**config.mk**
```make
export PLATFORM = sky130hd
export DESIGN_NAME = conv_engine
export DESIGN_NICKNAME = d
export VERILOG_FILES = /design/src/rtl/conv_engine_pkg.sv /design/src/rtl/conv_engine_mac.sv /design/src/rtl/conv_engine.sv
export SDC_FILE = /design/constraint.sdc
export NUM_CORES = 1
export LEC_CHECK = 0
export CORE_MARGIN = 1
export CORE_UTILIZATION = 40
export CTS_CLUSTER_SIZE = 10
export DETAILED_ROUTE_END_ITERATION = 7
export GPL_TIMING_DRIVEN = 0
export PLACE_DENSITY = 0.71
export SYNTH_ARGS = -nofsm -noshare
export SYNTH_HDL_FRONTEND = slang
export SYNTH_SLANG_ARGS = --single-unit
```
**constraint.sdc**
```tcl
create_clock -name clk -period 6.8 [get_ports clk]
set_input_delay 1.02 -clock clk [delete_from_list [all_inputs] [get_ports clk]]
set_output_delay 1.02 -clock clk [all_outputs]
set_load 0.01 [all_outputs]
```
**src/rtl/conv_engine_pkg.sv**
```systemverilog
// Shared codes, widths and tap helpers for the convolution engine.
package conv_engine_pkg;

  localparam int unsigned BYTE_W = 8;
  localparam int unsigned ACC_W  = 20;
  localparam int unsigned PROD_W = 2 * BYTE_W;

  // Memory command codes driven on the state port
  localparam logic [1:0] CMD_CLEAR = 2'b00;
  localparam logic [1:0] CMD_LOAD  = 2'b01;
  localparam logic [1:0] CMD_CALC  = 2'b10;
  localparam logic [1:0] CMD_IDLE  = 2'b11;

  // Memory status codes received on MS
  localparam logic [1:0] MS_CLEARED  = 2'b01;
  localparam logic [1:0] MS_LOADED   = 2'b10;
  localparam logic [1:0] MS_CAPTURED = 2'b11;

  // Engine status codes driven on CS
  localparam logic [1:0] CS_NONE  = 2'b00;
  localparam logic [1:0] CS_VALID = 2'b01;

  typedef enum logic [2:0] {
    ST_IDLE,
    ST_CLEAR,
    ST_LOAD,
    ST_CALC,
    ST_DONE
  } fsm_t;

  typedef struct packed {
    logic [1:0] u;
    logic [1:0] v;
  } tap_t;

  // Split a 3x3 tap index t = u*3+v into its row/column
  function automatic tap_t tap_split(input logic [3:0] t);
    tap_t r;
    if (t < 4'd3) begin
      r.u = 2'd0;
      r.v = t[1:0];
    end else if (t < 4'd6) begin
      r.u = 2'd1;
      r.v = 2'(t - 4'd3);
    end else begin
      r.u = 2'd2;
      r.v = 2'(t - 4'd6);
    end
    return r;
  endfunction

endpackage

```
**src/rtl/conv_engine_mac.sv**
```systemverilog
// Multiply-accumulate with a saturated, byte-scaled view of the running sum.
module conv_mac
  import conv_engine_pkg::*;
(
  input  logic              clk,
  input  logic              rst,
  input  logic              en,
  input  logic              first,
  input  logic [BYTE_W-1:0] d,
  input  logic [BYTE_W-1:0] f,
  output logic [BYTE_W-1:0] sat_c
);

  logic [ACC_W-1:0]  acc;
  logic [PROD_W-1:0] prod_c;
  logic [ACC_W-1:0]  sum_c;
  logic [ACC_W-1:0]  shr_c;

  // Next accumulator value (restarts on the first tap) and its saturated >>8
  always_comb begin
    prod_c = PROD_W'(d) * PROD_W'(f);
    sum_c  = (first ? '0 : acc) + ACC_W'(prod_c);
    shr_c  = sum_c >> BYTE_W;
    sat_c  = (|shr_c[ACC_W-1:BYTE_W]) ? '1 : shr_c[BYTE_W-1:0];
  end

  // Accumulator register
  always_ff @(posedge clk) begin
    if (rst) begin
      acc <= '0;
    end else if (en) begin
      acc <= sum_c;
    end
  end

endmodule

```
**src/rtl/conv_engine.sv**
```systemverilog
// Job sequencer: memory handshake, 3x3 convolution and 2x2 max-pool over a 4x4 tile.
module conv_engine
  import conv_engine_pkg::*;
#(
  parameter int unsigned TIMEOUT = 15
) (
  input  logic                clk,
  input  logic                rst,
  input  logic                start,
  input  logic [1:0]          MS,
  input  logic [16*BYTE_W-1:0] DATA,
  input  logic [9*BYTE_W-1:0]  FILTER,
  output logic [1:0]          state,
  output logic [1:0]          CS,
  output logic [4*BYTE_W-1:0] inret22,
  output logic [4*BYTE_W-1:0] inret33,
  output logic                busy,
  output logic                done,
  output logic                err
);

  localparam int unsigned WAIT_W = $clog2(TIMEOUT + 1);
  localparam logic [WAIT_W-1:0] WAIT_LAST = WAIT_W'(TIMEOUT - 1);

  fsm_t              fsm;
  logic [WAIT_W-1:0] wait_cnt;
  logic [1:0]        o;
  logic [3:0]        t;
  logic [BYTE_W-1:0] pmax;

  tap_t              tap_c;
  logic [1:0]        row_c;
  logic [1:0]        col_c;
  logic [BYTE_W-1:0] d_c;
  logic [BYTE_W-1:0] f_c;
  logic [BYTE_W-1:0] p_c;
  logic [BYTE_W-1:0] mx_c;
  logic [BYTE_W-1:0] sat_c;
  logic              wait_expired_c;

  // Operand and pool-element selection for the current (o, t)
  always_comb begin
    tap_c          = tap_split(t);
    row_c          = 2'(o[1]) + tap_c.u;
    col_c          = 2'(o[0]) + tap_c.v;
    d_c            = DATA[{row_c, col_c, 3'b000} +: BYTE_W];
    f_c            = FILTER[{t, 3'b000} +: BYTE_W];
    p_c            = DATA[{o[1], t[1], o[0], t[0], 3'b000} +: BYTE_W];
    mx_c           = ((t == 4'd0) || (p_c > pmax)) ? p_c : pmax;
    wait_expired_c = (wait_cnt == WAIT_LAST);
  end

  conv_mac u_mac (
    .clk   (clk),
    .rst   (rst),
    .en    (fsm == ST_CALC),
    .first (t == 4'd0),
    .d     (d_c),
    .f     (f_c),
    .sat_c (sat_c)
  );

  // Engine FSM with registered command/status/result outputs
  always_ff @(posedge clk) begin
    if (rst) begin
      fsm      <= ST_IDLE;
      state    <= CMD_IDLE;
      CS       <= CS_NONE;
      inret22  <= '0;
      inret33  <= '0;
      busy     <= 1'b0;
      done     <= 1'b0;
      err      <= 1'b0;
      wait_cnt <= '0;
      o        <= '0;
      t        <= '0;
      pmax     <= '0;
    end else begin
      done <= 1'b0;
      case (fsm)
        ST_IDLE: begin
          if (start) begin
            fsm      <= ST_CLEAR;
            state    <= CMD_CLEAR;
            CS       <= CS_NONE;
            busy     <= 1'b1;
            err      <= 1'b0;
            inret22  <= '0;
            inret33  <= '0;
            wait_cnt <= '0;
          end
        end
        ST_CLEAR: begin
          if (MS == MS_CLEARED) begin
            fsm      <= ST_LOAD;
            state    <= CMD_LOAD;
            wait_cnt <= '0;
          end else if (wait_expired_c) begin
            fsm   <= ST_IDLE;
            state <= CMD_IDLE;
            busy  <= 1'b0;
            err   <= 1'b1;
          end else begin
            wait_cnt <= wait_cnt + WAIT_W'(1);
          end
        end
        ST_LOAD: begin
          if (MS == MS_LOADED) begin
            fsm   <= ST_CALC;
            state <= CMD_CALC;
            CS    <= CS_NONE;
            o     <= '0;
            t     <= '0;
          end else if (wait_expired_c) begin
            fsm   <= ST_IDLE;
            state <= CMD_IDLE;
            busy  <= 1'b0;
            err   <= 1'b1;
          end else begin
            wait_cnt <= wait_cnt + WAIT_W'(1);
          end
        end
        ST_CALC: begin
          if (t <= 4'd3) begin
            pmax <= mx_c;
          end
          if (t == 4'd3) begin
            inret22[{o, 3'b000} +: BYTE_W] <= mx_c;
          end
          if (t == 4'd8) begin
            inret33[{o, 3'b000} +: BYTE_W] <= sat_c;
            t <= '0;
            if (o == 2'd3) begin
              fsm      <= ST_DONE;
              CS       <= CS_VALID;
              wait_cnt <= '0;
            end else begin
              o <= o + 2'd1;
            end
          end else begin
            t <= t + 4'd1;
          end
        end
        ST_DONE: begin
          if (MS == MS_CAPTURED) begin
            fsm   <= ST_IDLE;
            state <= CMD_IDLE;
            CS    <= CS_NONE;
            busy  <= 1'b0;
            done  <= 1'b1;
          end else if (wait_expired_c) begin
            fsm   <= ST_IDLE;
            state <= CMD_IDLE;
            CS    <= CS_NONE;
            busy  <= 1'b0;
            err   <= 1'b1;
          end else begin
            wait_cnt <= wait_cnt + WAIT_W'(1);
          end
        end
        default: begin
          fsm   <= ST_IDLE;
          state <= CMD_IDLE;
          CS    <= CS_NONE;
          busy  <= 1'b0;
        end
      endcase
    end
  end

endmodule

```
Word-level counts from Yosys, hierarchy flattened
Cells that the tools add are included.

Bitwise operators: 3. $lt $le $gt $ge: 4. Equal/unequal tests: 21. Multipliers: 1. Shift operators: 6. Add/sub/neg operators: 9. Mux-type cells: 59. Reduce and logical (&&, ||, !) cells: 20.

Operator list (number): 128-bit by 8-bit variable part select with 8-bit output (2); 32-bit case mux with 2 select lines (2); 32-bit two-way mux (3); 72-bit by 8-bit variable part select with 8-bit output (1); 32-bit bitwise mux (2); 8-bit by 7-bit variable part select with 32-bit output (2); 4-bit two-way mux (11); 8-bit by 7-bit variable shift with 32-bit output (first input constant) (1); 2-bit two-way mux (12); 3-bit two-way mux (7); 20-bit by 16-bit adder with 20-bit output (1); 20-bit two-way mux (1); 2-bit case mux with 5 select lines (2); 4-bit case mux with 5 select lines (1); 2-bit inequality test (second input constant) (9); 8-bit by 8-bit multiplier with 16-bit output (1); 8-bit two-way mux (2); 3-bit case mux with 5 select lines (1); 6-bit AND reduction (2); 1-bit two-way mux (11); 3-bit AND reduction (3); 4-bit by 1-bit adder with 4-bit output (second input constant) (2); 4-bit == test (second input constant) (2); 8-bit > comparator (1); 30 further kinds (41).

Register bits after elaboration: 112. Word-level logic and storage cells: 136. Bits of input ports: 205. Output and inout bits: 71.

Longest topological paths before layout
Gate-level depths: netlist of run 1.

Depth after elaboration: 13. Mapped depth: 34. Mapped depth without buffers: 28.

By module
A second synthesis of run 1 with hierarchy kept.

Cell total of the unflattened synthesis: 1311. Area, all modules: 10965.5 µm².

Modules (own cells, without submodules): conv_engine (cells each 880, area each 7279.5 µm², instances 1, sequential area each 1821.7 µm²); conv_mac (cells each 431, area each 3686.0 µm², instances 1, sequential area each 400.4 µm²).

Least setup slack after synthesis of run 1
No wires, ideal clock.

Kind: register to register. From: reg t[0]. To: reg inret33[0]. Path slack: -0.682 ns. Setup time: 0.117 ns. Data required time: 6.683 ns. Buffers on the path: 6. Cell stages (with the launch flop): 33. Clock period less this slack: 7.482 ns. Arrival time: 7.365 ns. Cells stage by stage: dfxtp_1 -> buf_2 -> buf_2 -> buf_2 -> inv_1 -> ha_1 -> nand2b_1 -> a21oi_1 -> a21oi_2 -> xnor2_1 -> buf_2 -> clkbuf_1 -> nand2_1 -> a32oi_1 -> and4_1 -> buf_2 -> nand2_1 -> fa_1 -> inv_1 -> fa_1 -> inv_1 -> fa_1 -> fa_1 -> inv_1 -> ha_1 -> o21a_1 -> o31a_1 -> o21ai_0 -> o22ai_1 -> mux2i_1 -> nor4_4 -> nand2_1 -> a22o_1.

Longest elaborated chain between the ends: 13. Elaborated cells on any way between the ends: 23. Classes of those cells: add/sub (5); mul (1); order compare (2); eq/ne (2); shift (3); mux (7); reduce/logical (3).

RTL lines: from (decl) (line conv_engine.sv:28) `logic [3:0] t;`; from (signal assigned) (line conv_engine.sv:141) `t <= t + 4'd1;`; 4-bit by 3-bit < comparator with 1-bit output (tied with other cells) (line conv_engine_pkg.sv:42) `end else if (t < 4'd6) begin`; 4-bit two-way mux (line conv_engine_pkg.sv:42); 4-bit two-way mux (line conv_engine_pkg.sv:39) `if (t < 4'd3) begin`; 1-bit by 2-bit adder with 2-bit output (on tied branches) (line conv_engine.sv:45, conv_engine.sv:44); 128-bit by 8-bit variable part select with 8-bit output (line conv_engine.sv:46) `d_c = DATA[{row_c, col_c, 3'b000} +: BYTE_W];`; 8-bit by 8-bit multiplier with 16-bit output (line conv_engine_mac.sv:21) `prod_c = PROD_W'(d) * PROD_W'(f);`; 20-bit by 16-bit adder with 20-bit output (line conv_engine_mac.sv:22) `sum_c = (first ? '0 : acc) + ACC_W'(prod_c);`; 4-bit OR reduction (line conv_engine_mac.sv:24) `sat_c = (|shr_c[ACC_W-1:BYTE_W]) ? '1 : shr_c[BYTE_W-1:0];`; 8-bit two-way mux (line conv_engine_mac.sv:24); 8-bit by 7-bit variable part select with 32-bit output (line conv_engine.sv:131) `inret33[{o, 3'b000} +: BYTE_W] <= sat_c;`; 32-bit bitwise mux (line conv_engine.sv:131); 32-bit two-way mux (line conv_engine.sv:130) `if (t == 4'd8) begin`; 32-bit case mux with 2 select lines (line conv_engine.sv:80) `case (fsm)`; to (signal, indexed assignment) (line conv_engine.sv:131); to (decl) (line conv_engine.sv:16) `output logic [4*BYTE_W-1:0] inret33,`.

Parallel ways exist; a longest one is shown, timed or not. The select of a mux whose other input is x is not followed. A chain may end at the register's enable or synchronous reset.

Worst setup path after layout of run 1
From: reg t[1]. To: reg inret33[0].

The elaborated chain is that of the path after synthesis.

==> results.yml, run 1 <==
logic_synthesis:
  ys.flop_type: "dfxtp_1"
  ys_ff_latch: 111
  yosys.area.top_type: "dfxtp_1"
  async_reset_ff_frac: 0
  synth.distinct_cells: 59
  synth_area_per_cell_um2: 8.72
  synth_top_cells_by_area: "dfxtp_1 (22%), mux4_2 (12%), fa_1 (9.9%)"
  synth_edf_count: 0
  synth_nets: 1474
  synthesis.area_um2: 10100
  ys_seq_area_frac: 0.220
  synth.yosys.warnings: 0
  synth.top_cell.area_share: 0.220
  syn-instance-count: 1158
setup_path:
  slowest_stage: "fa_1"
  path_max_fanout: 8
  arrival_ns: 7.15
  critPathCaptureType: "flop"
  r2r_setup_slack_ns: -0.09
  cp.required_ns: 7.05
  crit_family: "adder cells"
  critPathMaxStageDelay_ns: 0.54
  path_buf_inv: 12
  crit_type: "reg2reg"
  cp-start-kind: "flop"
timing:
  slew_headroom: 0.293
  setup_viol: 32
  fin_ws_ns: -0.0910
  rsz0062_at_grt: "yes"
  max_slew.worst_pin.slew_ns: 1.06
  min_period_ns: 6.89
  finalClockSkew_ns: 0.0170
  fmax_mhz: 145
  fin_crit_sh: 1.01
  drv_slew: 0
  hold_viol: 0
clock_network:
  cts_buffers: 9
  cts_tree: "done"
  numClockSinks: 111
  insertion_delay_ns: 0.37
  cts_max_level: 3
  clk_pin_slew_worst_paths_ns: 0.08
  cts_max_path_buffers: 2
  postCtsHoldBufs: 0
  root_buffer: "clkbuf_16"
floorplan:
  die_y_um: 161
  coreArea_um2: 24500
  die_w_um: 161
  die-area_um2: 25900
  rows: 57
  io_pins: 276
  start_util: 0.411
place:
  port_buffers: 274
  pre_cts_ws_ns: -1.42
  place_hpwl_um: 29300
  globalplace.congestion: 0.945
  dpl_cell_area_um2: 13400
hold_path:
  hold_class: "reg2reg"
power_and_ir_drop:
  p_leak_uw: 0.00571
  vdd.ir_drop.worst_mv: 0.179
  p_per_area_nw_per_um2: 190
route:
  wl_per_cell_um: 20.8
  routed_wl_um: 37800
  initialDrtViolationCount: 892
  vias: 10300
  first_pass_iters: 5
  ant_nets: 0
  drc: 0
  viasPerCell: 5.64
cells_and_area:
  drive_gt1_frac: 0.165
  mostFrequentLayoutCells: "clkdlybuf4s50_1 (274), nand2_1 (184), dfxtp_1 (109)"
  syn2layout_area_growth_pct: 46.6
  mostFrequentLayoutCell: "clkdlybuf4s50_1"
  fin_area_um2: 14800
  final_nets: 1805
  final_core_util: 0.603
  antennaDiodeCount: 0
grt:
  antenna_found_initial: 0
  grt_pass1_wl_um: 58100
  grt_pass1_vias: 10500
  grt_overflow_total: 0
  grtUsageTotal: 0.291
  grt_max_degree: 28
status:
  outcome: "complete, but fails checks"
  violations: "setup timing"
run:
  cap_violations: 0
logic make-up after synthesis:
kind of cell,synth area share
muxes,0.181
adders and majority gates,0.176
and+or+nand+nor,0.187
AOI/OAI and AO/OA,0.157
buffers and inverters,0.0623
DFF,0.220
xor gates and xnor gates,0.0165
other,0.000371
cell type report:
class                           count  area [µm²]
Timing Repair Buffer              329        3290
Buffer                             50         382
Fill cell                        2103        9730
Clock inverter                      7        86.3
Tap cell                          324         405
Multi-Input combinational cell    890        7810
Sequential cell                   111        2230
Inverter                           98         375
Clock buffer                        9         225
worst min-delay path: stages, from the launching register on:
cell and delay [ns]:
dfxtp_1 0.31, nand2_1 0.05, a21oi_1 0.05
synthesized netlist by cell type (2+ instances only):
library cell / n
xnor2_1: 11
a21o_1: 7
buf_2: 21
nor2b_1: 16
o31ai_1: 3
fa_1: 50
and4_1: 8
a31oi_1: 4
a211o_1: 2
buf_1: 4
a21oi_1: 58
xor2_1: 8
a22oi_1: 4
nor2_1: 66
nand2_1: 197
nand2b_1: 11
o22ai_1: 3
clkbuf_2: 2
o211ai_1: 3
buf_4: 3
mux2i_1: 57
nor3b_1: 2
mux4_2: 56
and2_1: 46
or3_1: 7
a32oi_1: 33
inv_1: 97
a41oi_1: 3
nand3_1: 11
a22o_1: 32
clkbuf_1: 29
dfxtp_1: 111
o21a_1: 4
ha_1: 61
o21bai_1: 2
nor3_1: 12
o21ai_0: 66
and3_1: 3
nor4b_1: 2
a211oi_1: 7
o21ai_1: 9
nand4_1: 10
per-layer routing:
| metal | GRT usage | routed length (µm) | share of wire | vias to the layer above |
|---|---|---|---|---|
| li1 | - | - | - | 4747 |
| met1 | 0.357 | 15300 | 0.41 | 4952 |
| met2 | 0.503 | 18600 | 0.49 | 472 |
| met3 | 0.0591 | 2730 | 0.072 | 79 |
| met4 | 0.103 | 1140 | 0.030 | 0 |
| met5 | 0 | 0 | 0 | - |
timing repair:
item	CTS	global route
gates cloned	3	0
gates resized for setup	149	27
setup buffers	39	13
pin swaps	61	41
endpoints found under the setup margin	45	35
sequential cells by signal, summed over array words and instances, names as in the netlist, 2 cells and up:
| signal | cells |
|---|---|
| inret22 | 32 |
| inret33 | 32 |
| wait_cnt | 4 |
| pmax | 8 |
| fsm | 3 |
| t | 4 |
| o | 2 |
| state | 2 |
| u_mac.acc | 20 |
path summary, 6_finish.rpt:
kind / from / end / cells past startpoint
max: t[1]$_SDFFE_PP0P_ / inret33[0]$_SDFFE_PP0P_ / 33
min reg2reg: u_mac.acc[5]$_SDFFE_PP0P_ / u_mac.acc[5]$_SDFFE_PP0P_ / 2
min: u_mac.acc[5]$_SDFFE_PP0P_ / u_mac.acc[5]$_SDFFE_PP0P_ / 2
max reg2reg: t[1]$_SDFFE_PP0P_ / inret33[0]$_SDFFE_PP0P_ / 33
where the power goes:
group	leakage, µW	switching (µW)	internal [µW]	total, µW
sequential	0.000897	11.0	662	673
clock	0.000151	293	265	558
combinational	0.00467	910	675	1580
metrics by stage:
step           total power [µW]  instances  hold WS [ns]  TNS, ns
2_1_floorplan              1580       1158         0.427        0
3_3_place_gp               2010       1756         0.438   -49.25
3_5_place_dp               2030       1756         0.443   -52.91
4_1_cts                    2770       1808         0.455   -0.388
5_1_grt                    3000       1818         0.485   -12.75
6_report                   2820       1818         0.450    -1.92
Power figures use the tool's default switching activity.
==> inputs of run 2 (changes only) <==
- CAP_MARGIN: not set -> 15
- CORE_UTILIZATION: 40 -> 30
- CTS_CLUSTER_SIZE: 10 -> not set
- PLACE_DENSITY: 0.71 -> not set
==> results.yml, run 2 (synthesis results as in run 1) <==
timing:
  rsz0062_at_grt: "yes"
  max_slew.worst_pin.slew_ns: 1.12
  min_period_ns: 6.94
  hold_viol: 0
  fin_crit_sh: 1.02
  finalClockSkew_ns: 0.0108
  slew_headroom: 0.248
  drv_slew: 0
  setup-tns-final_ns: -3.80
  setup_viol: 32
  fmax_mhz: 144
  fin_ws_ns: -0.143
  holdWs_ns: 0.456
setup_path:
  slowest_stage: "fa_1"
  cp.required_ns: 7.06
  crit_family: "adder cells"
  cp-start-kind: "flop"
  critPathCaptureType: "flop"
  crit_top_cell: "buf_4"
  crit_type: "reg2reg"
  path_max_fanout: 8
  arrival_ns: 7.20
  critPathMaxStageDelay_ns: 0.53
  path_buf_inv: 10
floorplan:
  io_pins: 276
  die_y_um: 185
  die-area_um2: 34400
  start_util: 0.308
  coreArea_um2: 32800
  die_w_um: 185
  rows: 66
cells_and_area:
  fin_area_um2: 14900
  antennaDiodeCount: 0
  mostFrequentLayoutCell: "clkdlybuf4s50_1"
  final_core_util: 0.455
  final_nets: 1806
  mostFrequentLayoutCells: "clkdlybuf4s50_1 (274), nand2_1 (182), dfxtp_1 (108)"
  drive_gt1_frac: 0.162
  syn2layout_area_growth_pct: 47.9
  top_regs: "inret22 x32, inret33 x32, u_mac.acc x20"
grt:
  grt_pass1_vias: 10700
  grt_overflow_total: 0
  grt_max_degree: 24
  antenna_found_initial: 0
  grt_pass1_wl_um: 59300
  grtUsageTotal: 0.226
clock_network:
  numClockSinks: 111
  cts_buffers: 9
  cts_tree: "done"
  root_buffer: "clkbuf_16"
  postCtsHoldBufs: 0
  cts_max_level: 3
  cts_max_path_buffers: 2
  clk_pin_slew_worst_paths_ns: 0.08
  insertion_delay_ns: 0.37
power_and_ir_drop:
  p_leak_uw: 0.00573
  p_total_uw: 2920
  vdd.ir_drop.worst_mv: 0.188
  p_per_area_nw_per_um2: 196
route:
  routed_wl_um: 38100
  first_pass_iters: 5
  vias: 10200
  drc: 0
  ant_nets: 0
  initialDrtViolationCount: 686
  viasPerCell: 5.29
  wl_per_cell_um: 19.7
place:
  dpl_cell_area_um2: 13500
  place_hpwl_um: 30200
  globalplace.congestion: 1.02
  port_buffers: 274
status:
  violations: "setup timing"
  outcome: "complete, but fails checks"
hold_path:
  hold_class: "reg2reg"
run:
  cap_violations: 0
[run 2: cell count changes in the layout (fill, tap and decap cells not counted), moves of 5 or more]
cell and delta:
buf_4 +7, inv_2 -7, nand2_8 +5, buf_6 -7, buf_8 +5, inv_1 +7
[run 2: report_power, final]
group          internal [µW]  switching, µW
Sequential               663           10.9
Clock                    268            289
Combinational            744            950
[run 2: path summary, 6_finish.rpt]
kind / start / end / slack [ns] / depth (start not counted)
min reg2reg: u_mac.acc[16]$_SDFFE_PP0P_ / u_mac.acc[16]$_SDFFE_PP0P_ / 0.46 / 2
max: t[0]$_SDFFE_PP0P_ / inret33[3]$_SDFFE_PP0P_ / -0.14 / 33
max reg2reg: t[0]$_SDFFE_PP0P_ / inret33[3]$_SDFFE_PP0P_ / -0.14 / 33
min: u_mac.acc[16]$_SDFFE_PP0P_ / u_mac.acc[16]$_SDFFE_PP0P_ / 0.46 / 2
[run 2: per-layer routing]
| layer | routed length (µm) | track usage | part of all wire | vias up |
|---|---|---|---|---|
| met5 | 0 | 0 | 0 | - |
| met4 | 1250 | 0.0919 | 0.033 | 0 |
| met3 | 2380 | 0.0421 | 0.063 | 78 |
| met2 | 18900 | 0.395 | 0.50 | 458 |
| met1 | 15500 | 0.270 | 0.41 | 4940 |
| li1 | - | - | - | 4763 |
[run 2: what timing repair did]
action / 4_1_cts / 5_1_grt
setup endpoints to repair: 45 / 42
gates resized for setup: 130 / 42
buffers inserted: 40 / 8
gates cloned: 2 / 0
pin swaps: 62 / 34
[run 2: area by class of cell]
class                           count  area [µm²]
Timing Repair Buffer              325        3180
Buffer                             55         422
Multi-Input combinational cell    890        7860
Clock buffer                        9         225
Tap cell                          442         553
Clock inverter                      7        91.3
Inverter                           98         375
Sequential cell                   111        2230
Fill cell                        3118       17900
[run 2: tightest hold or removal path: stages (launching register included)]
cell	delay [ns]
dfxtp_1	0.31
nand2_1	0.05
a21oi_1	0.05
[run 2: metrics by stage]
| stage | instances | setup slack (ns) |
|---|---|---|
| floorplan | 1158 | 0.00434 |
| global placement | 1874 | -1.40 |
| CTS | 1931 | -0.122 |
| detailed placement | 1876 | -1.26 |
| global route | 1937 | -0.420 |
| finish | 1937 | -0.143 |
==> edit 1, RTL diff (settings of run 2) <==
Re-encode `fsm_t` (5 states) as Gray code, 3 bits wide.
--- a/src/rtl/conv_engine_pkg.sv
+++ b/src/rtl/conv_engine_pkg.sv
@@ -23,7 +23,7 @@
   typedef enum logic [2:0] {
-    ST_IDLE,
-    ST_CLEAR,
-    ST_LOAD,
-    ST_CALC,
-    ST_DONE
+    ST_IDLE  = 3'b000,
+    ST_CLEAR = 3'b001,
+    ST_LOAD  = 3'b011,
+    ST_CALC  = 3'b010,
+    ST_DONE  = 3'b110
   } fsm_t;
Formal check against the unedited RTL: no difference found for any inputs over 4 cycles, from zero or initial values and one cycle with rst high; so few cycles prove little.
==> edit 1 against run 2 <==
Total power increased by 1.1%; setup slack lost 0.23 ns; final area up 2.2%; the flow still finishes with violations (negative setup slack); sequential cell count did not move; final cell count decreased by 1.4%; combinational power increased by 5%; critical path type unchanged; maximum frequency down 3.3%; area after synthesis up 4.4%; synthesized cell count fell by 2.7%; wire length grew 0.59%.
==> edit 1: results (changes against run 2) <==
.. list-table::
   :header-rows: 1

   * - Metric
     - Value
   * - Outcome
     - finished with violations
   * - Violations in the final reports
     - negative setup slack
   * - Data arrival time at the worst-slack endpoint
     - 7.42 ns (+0.22 ns)
   * - Maximum number of pins on one net before global-route repair
     - 21 (-13%)
   * - Gpl congestion
     - 0.9244 (-9.1%)
   * - Min-Delay Endpoint
     - inret22[8]
   * - HPWL Detailed
     - 31750 um (+5.0%)
   * - Dominant cells by area after synthesis
     - dfxtp_1 (21%), mux4_2 (15%), fa_1 (9.5%), ha_1 (7.2%), a211oi_1 (5.3%)
   * - All-layer global routing usage
     - 21.22% (-1.4 points)
   * - Iter 0 DRT Violations
     - 749 (+9.2%)
   * - Initial antenna violation count
     - 0 (unchanged)
   * - DR WL met2
     - 18290 um (-3.3%)
   * - Met3 layer usage reported by global route
     - 3.058% (-1.1 points)
   * - Maximum cell stage delay along the critical path
     - 0.55 ns (+0.02 ns)
   * - Wire length of the first global-routing pass
     - 59660 um (+0.63%)
   * - Leakage power figure
     - 5.799 nW (+1.2%)
   * - Total met3 wirelength after detailed routing
     - 2798 um (+17%)
   * - Crit-path slowest cell
     - mux4_2
   * - Number of inserted filler cells in the final layout
     - 3383 (+8.5%)
   * - Count of nets after finishing
     - 1766 (-2.2%)
   * - Post-place setup slack
     - -1.755 ns (-0.4977 ns)
   * - Syn Nets
     - 1443 (-2.1%)
   * - Met2 Use GR
     - 35.31% (-4.2 points)
   * - Most frequent cells after synthesis
     - dfxtp_1 (111), inv_1 (101), nand2_1 (96)
   * - Final WS setup
     - -0.3771 ns (-0.2341 ns)
   * - Max rail drop VDD
     - 0.1920 mV (+2.0%)
   * - Number of buffers inserted by port buffering
     - 273 (-0.36%)
   * - Final Skew
     - 0.01062 ns (-0.0001755 ns)
   * - Slew headroom
     - 41.06% (+16 points)
   * - Final routed wirelength across all metal layers
     - 38310 um (+0.59%)
   * - M1 WL
     - 16300 um (+4.9%)
   * - Critical hold path startpoint
     - inret22[8]
   * - Clock latency of the later-clocked register in the worst-skew pair
     - 0.35 ns (-0.02 ns)
   * - Sequential-to-total area share from yosys stat
     - 21.08% (-0.94 points)
   * - Share of final-layout standard cells stronger than drive strength 1
     - 18.35% (+2.2 points)
   * - Final setup violating endpoints
     - 35 (+9.4%)
   * - FF-to-FF path depth
     - 27 (-18%)
   * - Distinct cell type count after synthesis
     - 66 (+12%)
[edit 1: per-stage QoR]
stage | hold slack [ns] | setup TNS (ns) | instance area, um^2 | std cells | total power, mW
floorplan | 0.4317 | -4.079 | 10840 | 1127 | 1.742
finish | 0.4548 | -11.43 | 15260 | 1910 | 2.957
global route | 0.4654 | -22.18 | 15260 | 1910 | 3.165
global placement | 0.4382 | -61.48 | 14150 | 1855 | 2.212
CTS | 0.4557 | -13.28 | 15030 | 1898 | 2.942
detailed placement | 0.4421 | -64.78 | 14150 | 1855 | 2.216
[edit 1: kinds of logic after synthesis]
| logic type | after synthesis | share of synthesized area (%) |
|---|---|---|
| XOR/XNOR | 14 | 1.163 |
| multiplexers | 113 | 19.37 |
| flip-flops | 111 | 21.08 |
| other | 1 | 0.03557 |
| AND/OR/NAND/NOR | 298 | 14.98 |
| adder cells (fa/ha/maj) | 111 | 16.73 |
| buffers and inverters | 168 | 6.527 |
| AO/OA/AOI/OAI | 311 | 20.13 |
[edit 1: repair_timing]
| item | CTS | global route |
|---|---|---|
| resized for setup | 68 | 32 |
| pin swaps | 31 | 25 |
| buffers inserted | 26 | 12 |
| gates cloned | 1 | 0 |
| endpoints found under the setup margin | 46 | 43 |
[edit 1: layout make-up]
| cell class | count | area (um^2) | share of cell area, % |
|---|---|---|---|
| buffer | 64 | 406.6 | 2.665 |
| clock buffer | 9 | 225.2 | 1.476 |
| timing repair buffer | 313 | 3102 | 20.33 |
| tap | 455 | 569.3 | 3.731 |
| inverter | 103 | 394.1 | 2.583 |
| clock inverter | 7 | 60.06 | 0.3936 |
| multi-input combinational | 848 | 8273 | 54.22 |
| sequential | 111 | 2228 | 14.60 |
[edit 1: where the power goes]
part	internal, mW	total, mW	switching (mW)
logic	0.855	1.77	0.913
clock network	0.257	0.517	0.260
registers	0.664	0.673	0.00887
==> edit 2, RTL diff (config.mk and constraints of run 2) <==
Without the edit above. The package constant `BYTE_W` goes from 8 to 10.
--- a/src/rtl/conv_engine_pkg.sv
+++ b/src/rtl/conv_engine_pkg.sv
@@ -3,3 +3,3 @@
 
-  localparam int unsigned BYTE_W = 8;
+  localparam int unsigned BYTE_W = 10;
   localparam int unsigned ACC_W  = 20;
Interface: changed (resized DATA, FILTER, inret22 and inret33); port bits go from 276 to 342. No check against the original RTL was run, so the function may have changed too.
==> edit 2 against run 2 <==
The flow still finishes with violations (negative setup slack); die area increased by 38%; critical path depth decreased by 8; total power increased by 110%; area after synthesis increased by 39%; sequential cell count increased by 18; combinational power increased to 2.6 times the old value; wire length increased by 55%; global-route usage increased by 2.0 points; critical path type unchanged; non-clock buffer count increased by 115; sequential power increased by 15%; setup slack got worse by 0.40 ns; final area increased by 41%.
==> edit 2: results (changes against run 2) <==
.. list-table::
   :header-rows: 1

   * - Metric
     - Value
   * - H-tree depth
     - 4 (+1)
   * - Gpl congestion
     - 0.9438 (-7.2%)
   * - Sequential-to-total area share from yosys stat
     - 18.43% (-3.6 points)
   * - Clock transition at path regs
     - 0.06 ns (-0.02 ns)
   * - Wire length of the first global-routing pass
     - 89110 um (+50%)
   * - Maximum fanout along the worst path
     - 10 (+2)
   * - Final routed wirelength across all metal layers
     - 59090 um (+55%)
   * - Library cell with the highest instance count after synthesis
     - nor2_1
   * - Layout Cells excl Fill
     - 2627 (+36%)
   * - Data arrival time at the worst-slack endpoint
     - 7.71 ns (+0.51 ns)
   * - Share of synthesized area spent on multiplexers
     - 18.65% (+0.50 points)
   * - Final setup violating endpoints
     - 51 (+59%)
   * - Maximum number of pins on one net before global-route repair
     - 17 (-29%)
   * - Clock buffers created by TritonCTS
     - 17 (+8)
   * - Number of buffers inserted by port buffering
     - 310 (+13%)
   * - Xor/xnor share of the synthesized area
     - 1.322% (-0.33 points)
   * - Iter 0 DRT Violations
     - 1365 (+99%)
   * - Syn Nets
     - 1998 (+36%)
   * - Outcome
     - finished with violations
   * - Largest registers in the final layout
     - inret22 (40), inret33 (40), u_mac.acc (20)
   * - DR vias
     - 14870 (+45%)
   * - Synthesized-area fraction occupied by ao, oa, aoi and oai cells
     - 18.98% (+3.3 points)
   * - HPWL Detailed
     - 44590 um (+48%)
   * - Final Skew
     - 0.01345 ns (+0.002656 ns)
   * - Net switching power
     - 2.659 mW (+110%)
   * - Leakage power figure
     - 7.895 nW (+38%)
   * - Initial antenna violation count
     - 2 (+2)
   * - Post-Place Cells
     - 2498 (+33%)
   * - Power in combinational cells
     - 4.44 mW (+160%)
   * - Most frequent cells after synthesis
     - nor2_1 (169), inv_1 (144), nand2_1 (134)
   * - Number of inserted filler cells in the final layout
     - 4374 (+40%)
   * - Final WS setup
     - -0.5425 ns (-0.3995 ns)
   * - Combinational cell fraction of total power
     - 71.7% (+14 points)
   * - Post-place setup slack
     - -1.805 ns (-0.5484 ns)
   * - Adder and majority cell fraction of the synthesized area
     - 18.18% (+0.61 points)
   * - Distinct cell type count after synthesis
     - 88 (+49%)
   * - All-layer global routing usage
     - 24.56% (+2.0 points)
   * - Share of final-layout standard cells stronger than drive strength 1
     - 22.67% (+6.5 points)
   * - TNS Setup
     - -20.92 ns (-17.12 ns)
   * - Fraction of power consumed by sequential logic
     - 12.6% (-10 points)
   * - Count of nets after finishing
     - 2422 (+34%)
   * - Clock latency of the later-clocked register in the worst-skew pair
     - 0.43 ns (+0.06 ns)
   * - Worst reg2reg startpoint
     - t[1]
   * - Slew headroom
     - 26.75% (+2.0 points)
   * - Avg Cell Area, Syn
     - 8.823 um^2 (+1.2%)
   * - Violations in the final reports
     - negative setup slack
   * - Area after DPL
     - 18090 um^2 (+34%)
   * - Critical hold path startpoint
     - u_mac.acc[7]
-- edit 2: cell count changes in the layout (fill, tap and decap cells not counted), sizes merged, moves of 36 or more --
cell | before | now
buf | 78 | 141
inv | 102 | 146
nand2 | 197 | 134
nor2 | 67 | 170
clkdlybuf4s50 | 274 | 310
a22oi | 4 | 54
-- edit 2: worst max-delay path: stages (launching register included) --
cell and delay (ns):
dfxtp_4 0.37, buf_8 0.14, buf_4 0.20, buf_2 0.30
buf_2 0.38, mux4_2 0.26, mux2i_1 0.08, o22ai_1 0.85
nand2_1 0.19, fa_1 0.52, fa_1 0.52, inv_1 0.06
fa_1 0.50, fa_1 0.54, inv_1 0.05, fa_1 0.51
inv_2 0.04, ha_4 0.29, nand2_2 0.05, o21a_1 0.20
buf_6 0.14, o21ai_4 0.15, a31oi_4 0.06, o31a_1 0.35
or4_1 0.42, nand3_1 0.08
-- edit 2: layout make-up --
| cell class | instances | area [um^2] | share of cell area [%] |
|---|---|---|---|
| Multi-Input combinational cell | 1222 | 11760 | 55.77 |
| Timing Repair Buffer | 406 | 4064 | 19.28 |
| Sequential cell | 129 | 2595 | 12.31 |
| Tap cell | 600 | 750.7 | 3.561 |
| Buffer | 89 | 714.4 | 3.389 |
| Inverter | 147 | 576.8 | 2.736 |
| Clock buffer | 18 | 429.2 | 2.036 |
| Clock inverter | 14 | 188.9 | 0.8961 |
| Antenna cell | 2 | 5.005 | 0.02374 |
-- edit 2: what timing repair did --
action | in CTS | in global routing
gates resized for setup | 246 | 62
pin swaps | 89 | 45
setup buffers | 74 | 19
endpoints found under the setup margin | 55 | 53
gates cloned | 8 | 0
-- edit 2: per-layer routing --
| layer | vias to the layer above | wire length (um) | global-route usage (%) |
|---|---|---|---|
| met3 | 129 | 4990 | 5.567 |
| met2 | 861 | 27380 | 40.36 |
| met4 | 0 | 2458 | 11.10 |
| li1 | 6631 | - | - |
| met1 | 7247 | 24270 | 30.51 |
| met5 | - | 0 | 0 |
-- edit 2: worst paths after layout --
check	end	slack [ns]	cells after the start
worst min register to register	u_mac.acc[7]	0.46	2
worst max register to register	u_mac.acc[17]	-0.54	25
worst max-delay path	u_mac.acc[17]	-0.54	25
worst min-delay path	u_mac.acc[7]	0.46	2
-- edit 2: kinds of logic (layout without fill, tap and decap cells) --
| logic type | count (synthesis) | count (layout) |
|---|---|---|
| adder cells (fa/ha/maj) | 155 | 155 |
| buffers and inverters | 240 | 674 |
| AND/OR/NAND/NOR | 507 | 510 |
| other | 1 | 3 |
| multiplexers | 170 | 170 |
| XOR/XNOR | 19 | 19 |
| AO/OA/AOI/OAI | 367 | 367 |
| flip-flops | 129 | 129 |
